$ cat src/rtl/rv32_dbus_target_if.sv
// rv32_dbus_target_if: core data bus on one side, downstream memory request bus on the other
interface rv32_dbus_target_if;
  logic        data_read_in;
  logic        data_write_in;
  logic [3:0]  data_write_mask_in;
  logic [31:0] data_address_in;
  logic [31:0] data_write_value_in;
  logic [31:0] data_read_value_out;
  logic        data_fault_out;
  logic        data_stall_out;
  logic        mem_req_out;
  logic        mem_we_out;
  logic [31:0] mem_addr_out;
  logic [31:0] mem_wdata_out;
  logic [3:0]  mem_wmask_out;
  logic        mem_ack_in;
  logic [31:0] mem_rdata_in;
  modport slave (
    input  data_read_in, data_write_in, data_write_mask_in, data_address_in, data_write_value_in,
    output data_read_value_out, data_fault_out, data_stall_out,
    output mem_req_out, mem_we_out, mem_addr_out, mem_wdata_out, mem_wmask_out,
    input  mem_ack_in, mem_rdata_in
  );
  modport master (
    output data_read_in, data_write_in, data_write_mask_in, data_address_in, data_write_value_in,
    input  data_read_value_out, data_fault_out, data_stall_out,
    input  mem_req_out, mem_we_out, mem_addr_out, mem_wdata_out, mem_wmask_out,
    output mem_ack_in, mem_rdata_in
  );
endinterface

$ cat src/rtl/rv32_dbus_target.sv
// rv32_dbus_target: bridges core data accesses inside an address window to a downstream ack-based bus
module rv32_dbus_target #(
  parameter logic [31:0] BASE_ADDR      = 32'h0001_0000,
  parameter int          SIZE_LOG2      = 16,
  parameter int          TIMEOUT_CYCLES = 255
) (
  input logic               clk,
  input logic               reset_n,
  input logic               ce_i,
  rv32_dbus_target_if.slave bus
);
  typedef enum logic [1:0] {IDLE, BUSY, DONE} state_t;
  state_t      state;
  logic [15:0] cnt;
  logic        fault_q;
  logic [31:0] rdata_q;
  logic        req;
  logic        hit;
  logic        expire;
  logic [31:0] off;
  logic [15:0] cnt_nxt;
  assign req     = bus.data_read_in | bus.data_write_in;
  assign off     = bus.data_address_in - BASE_ADDR;
  assign hit     = {1'b0, off} < (33'd1 << SIZE_LOG2);
  assign cnt_nxt = cnt + 16'd1;
  assign expire  = (TIMEOUT_CYCLES != 0) && (cnt_nxt == 16'(TIMEOUT_CYCLES));
  assign bus.data_stall_out      = (state == BUSY) || (state == IDLE && req && hit);
  assign bus.data_fault_out      = state == IDLE ? req && !hit : state == DONE && req && fault_q;
  assign bus.data_read_value_out = state == DONE && req ? rdata_q : '0;
  // control FSM: latch the access, run it downstream until ack or timeout, present the result for one cycle
  always_ff @(posedge clk or negedge reset_n) begin
    if (!reset_n) begin
      state             <= IDLE;
      cnt               <= '0;
      fault_q           <= 1'b0;
      rdata_q           <= '0;
      bus.mem_req_out   <= 1'b0;
      bus.mem_we_out    <= 1'b0;
      bus.mem_addr_out  <= '0;
      bus.mem_wdata_out <= '0;
      bus.mem_wmask_out <= '0;
    end else if (ce_i) begin
      case (state)
        IDLE: if (req && hit) begin
          state             <= BUSY;
          cnt               <= '0;
          fault_q           <= 1'b0;
          rdata_q           <= '0;
          bus.mem_req_out   <= 1'b1;
          bus.mem_we_out    <= bus.data_write_in;
          bus.mem_addr_out  <= bus.data_address_in;
          bus.mem_wdata_out <= bus.data_write_in ? bus.data_write_value_in : '0;
          bus.mem_wmask_out <= bus.data_write_in ? bus.data_write_mask_in : '0;
        end
        BUSY: if (bus.mem_ack_in) begin
          rdata_q         <= bus.mem_we_out ? '0 : bus.mem_rdata_in;
          state           <= DONE;
          bus.mem_req_out <= 1'b0;
        end else if (expire) begin
          fault_q         <= 1'b1;
          state           <= DONE;
          bus.mem_req_out <= 1'b0;
        end else begin
          cnt <= cnt_nxt;
        end
        default: state <= IDLE;
      endcase
    end
  end
endmodule

$ cat src/flat_wrapper.sv
// flat-port wrapper written by rule: the top's interface ports become plain ports
module rv32_dbus_target_flat 
#(
  parameter logic [31:0] BASE_ADDR      = 32'h0001_0000,
  parameter int          SIZE_LOG2      = 16,
  parameter int          TIMEOUT_CYCLES = 255
)
  (clk, reset_n, ce_i, bus_data_read_in, bus_data_write_in, bus_data_write_mask_in, bus_data_address_in, bus_data_write_value_in, bus_data_read_value_out, bus_data_fault_out, bus_data_stall_out, bus_mem_req_out, bus_mem_we_out, bus_mem_addr_out, bus_mem_wdata_out, bus_mem_wmask_out, bus_mem_ack_in, bus_mem_rdata_in);
  rv32_dbus_target_if bus_i ();
  input logic clk;
  input logic reset_n;
  input logic ce_i;
  input wire logic [$bits(bus_i.data_read_in)-1:0] bus_data_read_in;
  input wire logic [$bits(bus_i.data_write_in)-1:0] bus_data_write_in;
  input wire logic [$bits(bus_i.data_write_mask_in)-1:0] bus_data_write_mask_in;
  input wire logic [$bits(bus_i.data_address_in)-1:0] bus_data_address_in;
  input wire logic [$bits(bus_i.data_write_value_in)-1:0] bus_data_write_value_in;
  output wire logic [$bits(bus_i.data_read_value_out)-1:0] bus_data_read_value_out;
  output wire logic [$bits(bus_i.data_fault_out)-1:0] bus_data_fault_out;
  output wire logic [$bits(bus_i.data_stall_out)-1:0] bus_data_stall_out;
  output wire logic [$bits(bus_i.mem_req_out)-1:0] bus_mem_req_out;
  output wire logic [$bits(bus_i.mem_we_out)-1:0] bus_mem_we_out;
  output wire logic [$bits(bus_i.mem_addr_out)-1:0] bus_mem_addr_out;
  output wire logic [$bits(bus_i.mem_wdata_out)-1:0] bus_mem_wdata_out;
  output wire logic [$bits(bus_i.mem_wmask_out)-1:0] bus_mem_wmask_out;
  input wire logic [$bits(bus_i.mem_ack_in)-1:0] bus_mem_ack_in;
  input wire logic [$bits(bus_i.mem_rdata_in)-1:0] bus_mem_rdata_in;
  assign bus_i.data_read_in = bus_data_read_in;
  assign bus_i.data_write_in = bus_data_write_in;
  assign bus_i.data_write_mask_in = bus_data_write_mask_in;
  assign bus_i.data_address_in = bus_data_address_in;
  assign bus_i.data_write_value_in = bus_data_write_value_in;
  assign bus_data_read_value_out = bus_i.data_read_value_out;
  assign bus_data_fault_out = bus_i.data_fault_out;
  assign bus_data_stall_out = bus_i.data_stall_out;
  assign bus_mem_req_out = bus_i.mem_req_out;
  assign bus_mem_we_out = bus_i.mem_we_out;
  assign bus_mem_addr_out = bus_i.mem_addr_out;
  assign bus_mem_wdata_out = bus_i.mem_wdata_out;
  assign bus_mem_wmask_out = bus_i.mem_wmask_out;
  assign bus_i.mem_ack_in = bus_mem_ack_in;
  assign bus_i.mem_rdata_in = bus_mem_rdata_in;
  rv32_dbus_target #(.BASE_ADDR(BASE_ADDR), .SIZE_LOG2(SIZE_LOG2), .TIMEOUT_CYCLES(TIMEOUT_CYCLES)) u_core (.clk(clk), .reset_n(reset_n), .ce_i(ce_i), .bus(bus_i));
endmodule
$ cat config.mk
export PLATFORM = sky130hd
export DESIGN_NAME = rv32_dbus_target_flat
export DESIGN_NICKNAME = d
export VERILOG_FILES = /design/src/rtl/rv32_dbus_target_if.sv /design/src/rtl/rv32_dbus_target.sv /design/src/flat_wrapper.sv
export SDC_FILE = /design/constraint.sdc
export NUM_CORES = 1
export LEC_CHECK = 0
export CELL_PAD_IN_SITES_DETAIL_PLACEMENT = 1
export CELL_PAD_IN_SITES_GLOBAL_PLACEMENT = 1
export CORE_UTILIZATION = 35
export CTS_CLUSTER_DIAMETER = 30
export DETAILED_ROUTE_END_ITERATION = 16
export GPL_ROUTABILITY_DRIVEN = 1
export GPL_TIMING_DRIVEN = 1
export PLACE_DENSITY = 0.91
export SYNTH_ARGS = -nofsm -noshare
export SYNTH_HDL_FRONTEND = slang
export SYNTH_SLANG_ARGS = --single-unit
$ cat constraint.sdc
create_clock -name clk -period 5.5 [get_ports clk]
set_clock_uncertainty 0.2 [all_clocks]
set_input_delay 0.825 -clock clk [delete_from_list [all_inputs] [get_ports clk]]
set_output_delay 0.825 -clock clk [all_outputs]
set_load 0.01 [all_outputs]
==> impl_metrics.csv, run 1 <==
group,metric,value,unit
power_and_ir_drop,clockPowerShare,0.539,
routing,drt-initial-drc-count,254,
place,port_buffers,209,
synth,synth-compound-area-share,0.104,
global_routing,grtUsageMet2,0.390,
routing,firstDrtPassIters,4,
global_routing,global_route.usage.met1,0.265,
critical_path,worstSetupStartpointType,"input port",
clocking,post_cts_resized,0,
clocking,cts_buffers,17,
min_path,min_path_type,"input port to async pin",
global_routing,track_usage,0.232,
critical_path,worst-path-buf-inv,4,
clocking,holdBufCountCts,0,
critical_path,slowest_stage,"clkdlybuf4s50_1",
critical_path,crit_cells,8,
sta,fin_crit,4260,ps
synth,synth_top_family_by_area,"simple AND/OR/NAND/NOR gates",
clocking,cts_root_buf,"clkbuf_16",
synth,synth_top_cell_by_area,"dfrtp_1",
routing,wirelength,18100,µm
synth,synthesis.area,5540,µm²
finish,fin_nets,914,
power_and_ir_drop,powerDensity,258,nW/µm²
synth,synth_top_area_frac,0.547,
routing,drt-wirelength-per-cell,17.6,µm
floorplan,ios,210,
global_routing,overflow,0,
power_and_ir_drop,seq_power_share,0.411,
synth,yosys_warnings,0,
sta,fin_tns_setup,0,ps
floorplan,rows,45,
synth,seq_area_frac_synth,0.547,
clocking,clk_pin_slew,60,ps
sta,tightest_slew,755,ps
power_and_ir_drop,p_sw,0.485,mW
finish,drive_gt1_frac,0.0684,
routing,routed_via_density,5.01,
place,dp_hpwl,12500,µm
critical_path,crit_family,"buffers and inverters",
routing,drc,0,
finish,fin_cells,1030,
global_routing,antenna_found_initial,0,
floorplan,start_util,0.361,
sta,finalHoldViolCount,0,
sta,setup_viol,0,
routing,ant_nets,0,
floorplan,fp.dieW,128,µm
synth,synth_nets,720,
finish,utilization,0.549,
sta,finalCritPeriodShare,0.774,
sta,drv_slew,0,
clocking,cts_buffer_depth,2,
critical_path,path_cells,"clkdlybuf4s50_1 -> buf_4 -> nor2_1 -> or2_2 -> nor2_1 -> buf_4 -> and2_1 -> clkdlybuf4s50_1",
floorplan,core,15300,µm²
place,dp.cells,998,
finish,fillCellCount,1746,
clocking,clock_sinks,121,
finish,layout_commonest_cell,"clkdlybuf4s50_1",
power_and_ir_drop,p_leak,3.81,nW
clocking,cts_tree,"done",
power_and_ir_drop,peakVddDrop,209,µV
synth,ys_seq_elements,121,
clocking,clock_latency,420,ps
critical_path,crit_required,4470,ps
finish,diodes,0,
run,maxCapViolCount,0,
synth,synth.avg_cell_area,9.04,µm²
synth,synthCells,612,
global_routing,grt_pass1_wl,28900,µm
clocking,htreeDepth,4,
sta,rsz0062_at_grt,"false",
clocking,post_cts_buffers,0,
global_routing,grt_max_degree,72,
critical_path,critPathMaxStageDelay,540,ps
finish,mostFrequentLayoutCells,"208 x clkdlybuf4s50_1, 202 x nand2_1, 121 x dfrtp_1",
sta,slew_headroom,0.497,
global_routing,grt_use_met3,0.0764,
run_status,status,"completed",
global_routing,grt_pass1_vias,5461,
power_and_ir_drop,combinationalPowerShare,0.050,
critical_path,cp_max_fo,38,
synth,synth_xor_area_frac,0.00158,
synth,synthTopCellsByArea,"dfrtp_1 55%, nand2_1 14%, and2_1 5.5%",
power_and_ir_drop,netSwitchingFraction,0.224,
sta,fin_ws,1240,ps
synth,synth_fa_ha_area_frac,0.00452,
critical_path,cp.arrival,3230,ps
floorplan,die_h,128,µm
critical_path,critPathKind,"input port to primary output",
synth,synth-simple-area-share,0.300,
place,gp_congestion,0.816,
synth,muxShareOfSynthArea,0.00633,
global_routing,busiest_layer,"met2",
finish,area_growth,51.9,%
routing,vias,5159,
critical_path,end_kind,"primary output",
sta,timing.fmax,0.235,GHz
synth,ys_types,56,
floorplan,die-area,16300,µm²
place,place_ws,1240,ps
critical_path,reg2regPathDepth,8,
power_and_ir_drop,p_int,1.68,mW
[sequential cells by signal (all words and copies together), names as in the netlist]
| name | count |
|---|---|
| u_core.bus.mem_addr_out | 32 |
| u_core.cnt | 16 |
| u_core.bus.mem_req_out | 1 |
| u_core.state | 2 |
| u_core.bus.mem_wmask_out | 4 |
| u_core.fault_q | 1 |
| u_core.rdata_q | 32 |
| u_core.bus.mem_wdata_out | 32 |
| u_core.bus.mem_we_out | 1 |
[synthesized netlist by cell type (all sizes together)]
cell       n
a2111oi    1
a211o      2
a211oi     1
a21boi     2
a21o       8
a21oi      8
a31oi      5
a41oi      1
and2      49
and3       2
and3b      1
buf       11
clkbuf    31
dfrtp    121
ha         2
inv        5
mux2       1
mux2i      2
nand2    202
nand2b     1
nand3     43
nand4      6
nand4b     1
nor2      12
nor2b      2
nor3       7
nor3b      5
nor4      11
nor4b      3
o211a      1
o211ai     3
o21a       5
o21ai     43
o21ba      1
o21bai     2
o221a      1
o311a      1
o31ai      2
o32ai      1
or2        2
or3        2
or4        1
xor2       1
[layer usage]
metal  wire length [µm]  up-vias  part of all wire
li1                   -     2433                 -
met1               7390     2493              0.41
met2               8810      190              0.49
met3               1330       43             0.073
met4                608        0             0.034
met5                  0        -                 0
[power by group through the flow]
stage / combinational (mW) / clock (mW) / sequential (mW)
6_report: 0.108 / 1.17 / 0.892
5_1_grt: 0.116 / 1.23 / 0.891
4_1_cts: 0.109 / 1.19 / 0.892
3_5_place_dp: 0.108 / 0 / 0.908
3_3_place_gp: 0.106 / 0 / 0.908
2_1_floorplan: 0.00894 / 0 / 0.907
[stage by stage]
step           instance area (µm²)  power (mW)  hold slack (ps)
6_report                      8410        2.17              189
5_1_grt                       8410        2.24              216
4_1_cts                       8410        2.19              199
3_5_place_dp                  7790        1.02              257
3_3_place_gp                  7790        1.01              248
2_1_floorplan                 5540       0.916              242
[cells by family (layout without fill, tap and decap cells)]
kind of cell    after synthesis  after routing
compound gates               88             88
fa+ha+maj                     2              2
mux                           3              3
simple gates                350            350
buf+inv                      47            254
xor+xnor                      1              1
flops                       121            121
[cell type report]
cell class / instances / area, µm² / share of cell area
Sequential cell: 121 / 3030 / 0.360
Inverter: 5 / 18.8 / 0.00223
Clock buffer: 18 / 429 / 0.0511
Multi-Input combinational cell: 444 / 2330 / 0.277
Timing Repair Buffer: 217 / 2150 / 0.256
Tap cell: 211 / 264 / 0.0314
Clock inverter: 14 / 189 / 0.0225
[path summary, 6_finish.rpt]
kind                                                  start                     endpoint  slack (ps)
worst max-delay path                      bus_data_write_in   bus_data_read_value_out[9]        1240
worst min-delay path                                reset_n   u_core.bus.mem_addr_out[2]         190
worst max register to register                u_core.cnt[1]                u_core.cnt[8]        2350
worst min register to register  u_core.bus.mem_wmask_out[2]  u_core.bus.mem_wmask_out[2]         260
max in group asynchronous                           reset_n  u_core.bus.mem_addr_out[17]        3920
min in group clk                u_core.bus.mem_wmask_out[2]  u_core.bus.mem_wmask_out[2]         260
Note: power is estimated with default switching activity, not from simulation.
==> run 2, diff against run 1 <==
Settings changed: CORE_UTILIZATION 35 to 29, PLACE_DENSITY 0.91 to 0.81.
Clock period 5.5 ns to 3.4 ns, I/O delays scaled along.
==> run 2 against run 1 <==
Against the previous run:
- register-to-register slack lost 2100 ps
- worst setup slack lost 1100 ps
- critical path depth shrank 2
- hold slack gained 74 ps
- cell count grew 2.9%
- critical path type unchanged
- largest cell class unchanged
- largest power group unchanged
==> impl_metrics.csv, run 2 (same netlist as run 1, synthesis figures left out) <==
group,metric,value,unit
min_path,hold_path.startpoint,"u_core.bus.mem_wdata_out[21]",
clocking,cts_root_buf,"clkbuf_16",
routing,routed_via_density,4.83,
clocking,cts_buffers,17,
finish,fillCellCount,2116,
clocking,clock_latency,410,ps
place,dp_hpwl,12200,µm
finish,multi_input_area,2330,µm²
sta,fin_ws,140,ps
run_status,status,"completed",
routing,drt-initial-drc-count,114,
finish,regArea,3030,µm²
critical_path,worstSetupStartpointType,"input port",
sta,drv_slew,0,
global_routing,grt_pass1_vias,5279,
sta,tightest_slew,691,ps
floorplan,core,18700,µm²
min_path,whs_path_depth,2,
power_and_ir_drop,powerDensity,434,nW/µm²
finish,layout_commonest_cell,"clkdlybuf4s50_1",
routing,wirelength,17700,µm
critical_path,reg2reg_to,"u_core.cnt[8]",
power_and_ir_drop,p_leak,3.90,nW
routing,vias,5116,
routing,ant_nets,0,
sta,timing.fmax,0.307,GHz
floorplan,start_util,0.296,
floorplan,fp.dieW,140,µm
global_routing,antenna_found_initial,0,
power_and_ir_drop,clockPowerShare,0.566,
sta,setup_viol,0,
power_and_ir_drop,netSwitchingFraction,0.202,
finish,diodes,0,
run,maxCapViolCount,0,
sta,finalHoldViolCount,0,
floorplan,rows,50,
clocking,clock_sinks,121,
power_and_ir_drop,seq_power_share,0.387,
clocking,clk_pin_slew,60,ps
place,port_buffers,209,
critical_path,crit_required,2690,ps
clocking,cts_tree,"done",
critical_path,critPathKind,"input port to primary output",
global_routing,grt_pass1_wl,28700,µm
sta,rsz0062_at_grt,"false",
global_routing,grt_max_degree,73,
critical_path,reg2regPathDepth,8,
finish,drive_gt1_frac,0.0763,
power_and_ir_drop,p_sw,0.752,mW
critical_path,cp_max_fo,4,
critical_path,end_kind,"primary output",
sta,fin_tns_setup,0,ps
sta,slew_headroom,0.538,
routing,drc,0,
clocking,cts_buffer_depth,2,
place,gp_congestion,0.803,
clocking,htreeDepth,4,
finish,mostFrequentLayoutCells,"208 x clkdlybuf4s50_1, 202 x nand2_1, 121 x dfrtp_1",
min_path,min_path_type,"flip-flop to flip-flop",
floorplan,ios,210,
sta,finalCritPeriodShare,0.959,
min_path,min_to,"u_core.bus.mem_wdata_out[21]",
critical_path,worstReg2RegStart,"u_core.cnt[0]",
floorplan,die_h,140,µm
routing,drt-wirelength-per-cell,16.7,µm
critical_path,r2r_slack,300,ps
critical_path,cp.arrival,2550,ps
sta,fin_crit,3260,ps
global_routing,track_usage,0.187,
power_and_ir_drop,combinationalPowerShare,0.048,
place,place_ws,72.9,ps
global_routing,overflow,0,
power_and_ir_drop,p_int,2.98,mW
floorplan,die-area,19600,µm²
finish,fin_nets,921,
routing,firstDrtPassIters,4,
power_and_ir_drop,peakVddDrop,316,µV
finish,area_growth,55.4,%
finish,reg_top3,"u_core.bus.mem_addr_out x32, u_core.bus.mem_wdata_out x32, u_core.rdata_q x32",
clocking,post_cts_resized,0,
## run 2: worst max path at each step
stage	to	from	slack, ps
floorplan	u_core.cnt[1]	u_core.cnt[1]	690
global placement	bus_data_stall_out	bus_data_address_in[27]	140
detailed placement	bus_data_stall_out	bus_data_address_in[27]	70
CTS	bus_data_stall_out	bus_data_address_in[27]	70
global route	bus_data_stall_out	bus_data_address_in[27]	10
finish	bus_data_stall_out	bus_data_address_in[27]	140
## run 2: cell type report
| type | count | share of cell area |
|---|---|---|
| multi-input cells | 444 | 0.271 |
| flip-flops and latches | 121 | 0.352 |
| well taps | 234 | 0.0340 |
| clock buffers | 19 | 0.0527 |
| inverters | 5 | 0.00218 |
| repair buffers | 224 | 0.261 |
| clock inverters | 13 | 0.0276 |
## run 2: power groups by stage
| stage | registers, mW | logic [mW] | clock network, mW |
|---|---|---|---|
| 2_1_floorplan | 1.47 | 0.0145 | 0 |
| 3_3_place_gp | 1.47 | 0.176 | 0 |
| 3_5_place_dp | 1.47 | 0.179 | 0 |
| 4_1_cts | 1.44 | 0.182 | 2.15 |
| 5_1_grt | 1.44 | 0.192 | 2.22 |
| 6_report | 1.44 | 0.177 | 2.11 |
## run 2: per-layer routing
layer  up-vias  routed length, µm  global-route usage
met1      2490               7570               0.227
met2       159               8680               0.311
met3        21               1100              0.0533
li1       2446                  -                   -
met5         -                  0                   0
met4         0                380              0.0804
## run 2: repair_timing
action / CTS / global route
hold buffers: 1 / 0
endpoints found under the setup margin: 0 / 1
endpoints found under the hold margin: 22 / 0
setup buffers: 0 / 2
## run 2: through the flow
step / hold WS, ps / cell area, µm² / util / instances / power [mW]
2_1_floorplan: 14.4 / 5540 / - / 612 / 1.48
3_3_place_gp: 241 / 7880 / 0.421 / 1025 / 1.64
3_5_place_dp: 243 / 7880 / 0.421 / 1025 / 1.65
4_1_cts: 269 / 8580 / 0.459 / 1058 / 3.78
5_1_grt: 286 / 8600 / 0.460 / 1060 / 3.86
6_report: 263 / 8600 / 0.460 / 1060 / 3.73
## run 2: worst max-delay path, cell delays in order
cell and delay (ps):
clkdlybuf4s50_1 420, nor4_1 360, nand4_1 260, o21bai_1 250, and2_1 170, clkdlybuf4s50_1 570
==> run 3, diff against run 2 <==
Settings changed: CORE_UTILIZATION 29 to 35, PLACE_DENSITY 0.81 to 0.91, SETUP_SLACK_MARGIN set to 0.15.
Clock period 3.4 ns to 4.2 ns, I/O delays scaled along.
==> run 3 against run 2 <==
Against the previous run:
- flip-flop and latch count did not move
- power shrank 22%
- via count is 1.3% higher
- cell count decreased by 2.7%
- utilization is 9.2 points higher
- non-clock buffer count shrank 6
- register-to-register slack better by 690 ps
- combinational power shrank 19%
- clock power down 25%
- die area fell by 17%
- largest cell class unchanged
==> impl_metrics.csv, run 3 (same netlist as run 1, synthesis figures left out) <==
group,metric,value,unit
power_and_ir_drop,powerDensity,344,nW/µm²
sta,finalCritPeriodShare,0.839,
place,gp_congestion,0.786,
finish,fin_area,8450,µm²
critical_path,cp_max_fo,4,
sta,fin_crit,3520,ps
clocking,cts_tree,"done",
critical_path,critPathKind,"input port to primary output",
clocking,cts_buffers,17,
global_routing,grt_pass1_vias,5611,
power_and_ir_drop,peakVddDrop,283,µV
floorplan,core,15300,µm²
clocking,cts_buffer_depth,2,
sta,fin_hold_ws,57.4,ps
clocking,holdBufCountCts,0,
floorplan,ios,210,
routing,firstDrtPassIters,4,
run_status,status,"completed",
finish,fin_cells,1031,
finish,fin_nets,915,
finish,mostFrequentLayoutCells,"208 x clkdlybuf4s50_1, 202 x nand2_1, 121 x dfrtp_1",
global_routing,overflow,0,
finish,area_growth,52.6,%
floorplan,rows,45,
critical_path,end_kind,"primary output",
routing,drt-wirelength-per-cell,18.6,µm
sta,setup_viol,0,
sta,fin_ws,676,ps
sta,slew_headroom,0.515,
min_path,min_path_type,"input port to async pin",
routing,ant_nets,0,
routing,drt-initial-drc-count,294,
floorplan,fp.dieW,128,µm
global_routing,grt_max_degree,65,
critical_path,crit_required,3370,ps
clocking,clock_sinks,121,
finish,drive_gt1_frac,0.0683,
place,dp_hpwl,12500,µm
sta,finalHoldViolCount,0,
clocking,clk_pin_slew,50,ps
sta,fin_tns_setup,0,ps
sta,timing.fmax,0.284,GHz
floorplan,start_util,0.361,
finish,reg_top3,"u_core.bus.mem_addr_out x32, u_core.bus.mem_wdata_out x32, u_core.rdata_q x32",
floorplan,die_h,128,µm
global_routing,grt_pass1_wl,30100,µm
clocking,post_cts_resized,0,
routing,drc,0,
critical_path,reg2regPathDepth,8,
critical_path,worstSetupStartpointType,"input port",
floorplan,die-area,16300,µm²
routing,wirelength,19200,µm
place,place_area,7810,µm²
clocking,post_cts_buffers,0,
finish,diodes,0,
finish,layout_commonest_cell,"clkdlybuf4s50_1",
clocking,clock_latency,420,ps
place,port_buffers,209,
power_and_ir_drop,p_leak,3.84,nW
global_routing,antenna_found_initial,0,
place,dp.cells,999,
sta,tightest_slew,727,ps
run,maxCapViolCount,0,
critical_path,cp.arrival,2690,ps
routing,routed_via_density,5.03,
place,place_ws,681,ps
clocking,cts_root_buf,"clkbuf_16",
sta,drv_slew,0,
global_routing,track_usage,0.242,
routing,vias,5185,
clocking,htreeDepth,4,
sta,rsz0062_at_grt,"false",
## run 3: cell count changes in the layout (fill, tap and decap cells not counted), moves of 2 or more
cell / previous run / this run
bufinv_16: 6 / 4
clkinv_4: 4 / 1
buf_12: 3 / 1
clkbuf_1: 0 / 2
buf_4: 12 / 9
## run 3: power by group
group | switching (mW) | internal [mW]
registers | 0.00155 | 1.17
clock network | 0.546 | 1.04
logic | 0.0521 | 0.0910
## run 3: area by class of cell
class	count	area [µm²]
fillers	1725	6870
clock inverters	10	164
inverters	5	18.8
repair buffers	218	2170
well taps	211	264
flip-flops and latches	121	3030
clock buffers	22	474
multi-input cells	444	2330
## run 3: metrics by stage
stage | power (mW) | utilization
after detailed placement | 1.33 | 0.510
after global placement | 1.33 | 0.510
after CTS | 2.93 | 0.551
after floorplan | 1.20 | -
after global routing | 2.99 | 0.551
final | 2.90 | 0.551
## run 3: routing by layer
metal	GRT usage	up-vias	routed length (µm)
met1	0.285	2549	7740
met3	0.0747	29	1250
met2	0.412	185	9650
li1	-	2422	-
met4	0.0955	0	512
met5	0	-	0
## run 3: worst max-delay path: stages
cell	delay (ps)
clkdlybuf4s50_1	410
nor4b_1	360
nand4_1	320
o21bai_1	250
and2_1	150
clkdlybuf4s50_1	570
## run 3: path summary, 6_finish.rpt
kind | startpoint | end | slack (ps)
setup reg to reg | u_core.cnt[1] | u_core.cnt[6] | 990
hold / removal | reset_n | u_core.cnt[10] | 60
min in group clk | u_core.bus.mem_addr_out[16] | u_core.bus.mem_addr_out[16] | 270
setup / recovery | bus_data_address_in[20] | bus_data_stall_out | 680
hold reg to reg | u_core.bus.mem_addr_out[16] | u_core.bus.mem_addr_out[16] | 270
max in group asynchronous | reset_n | u_core.bus.mem_addr_out[31] | 2900
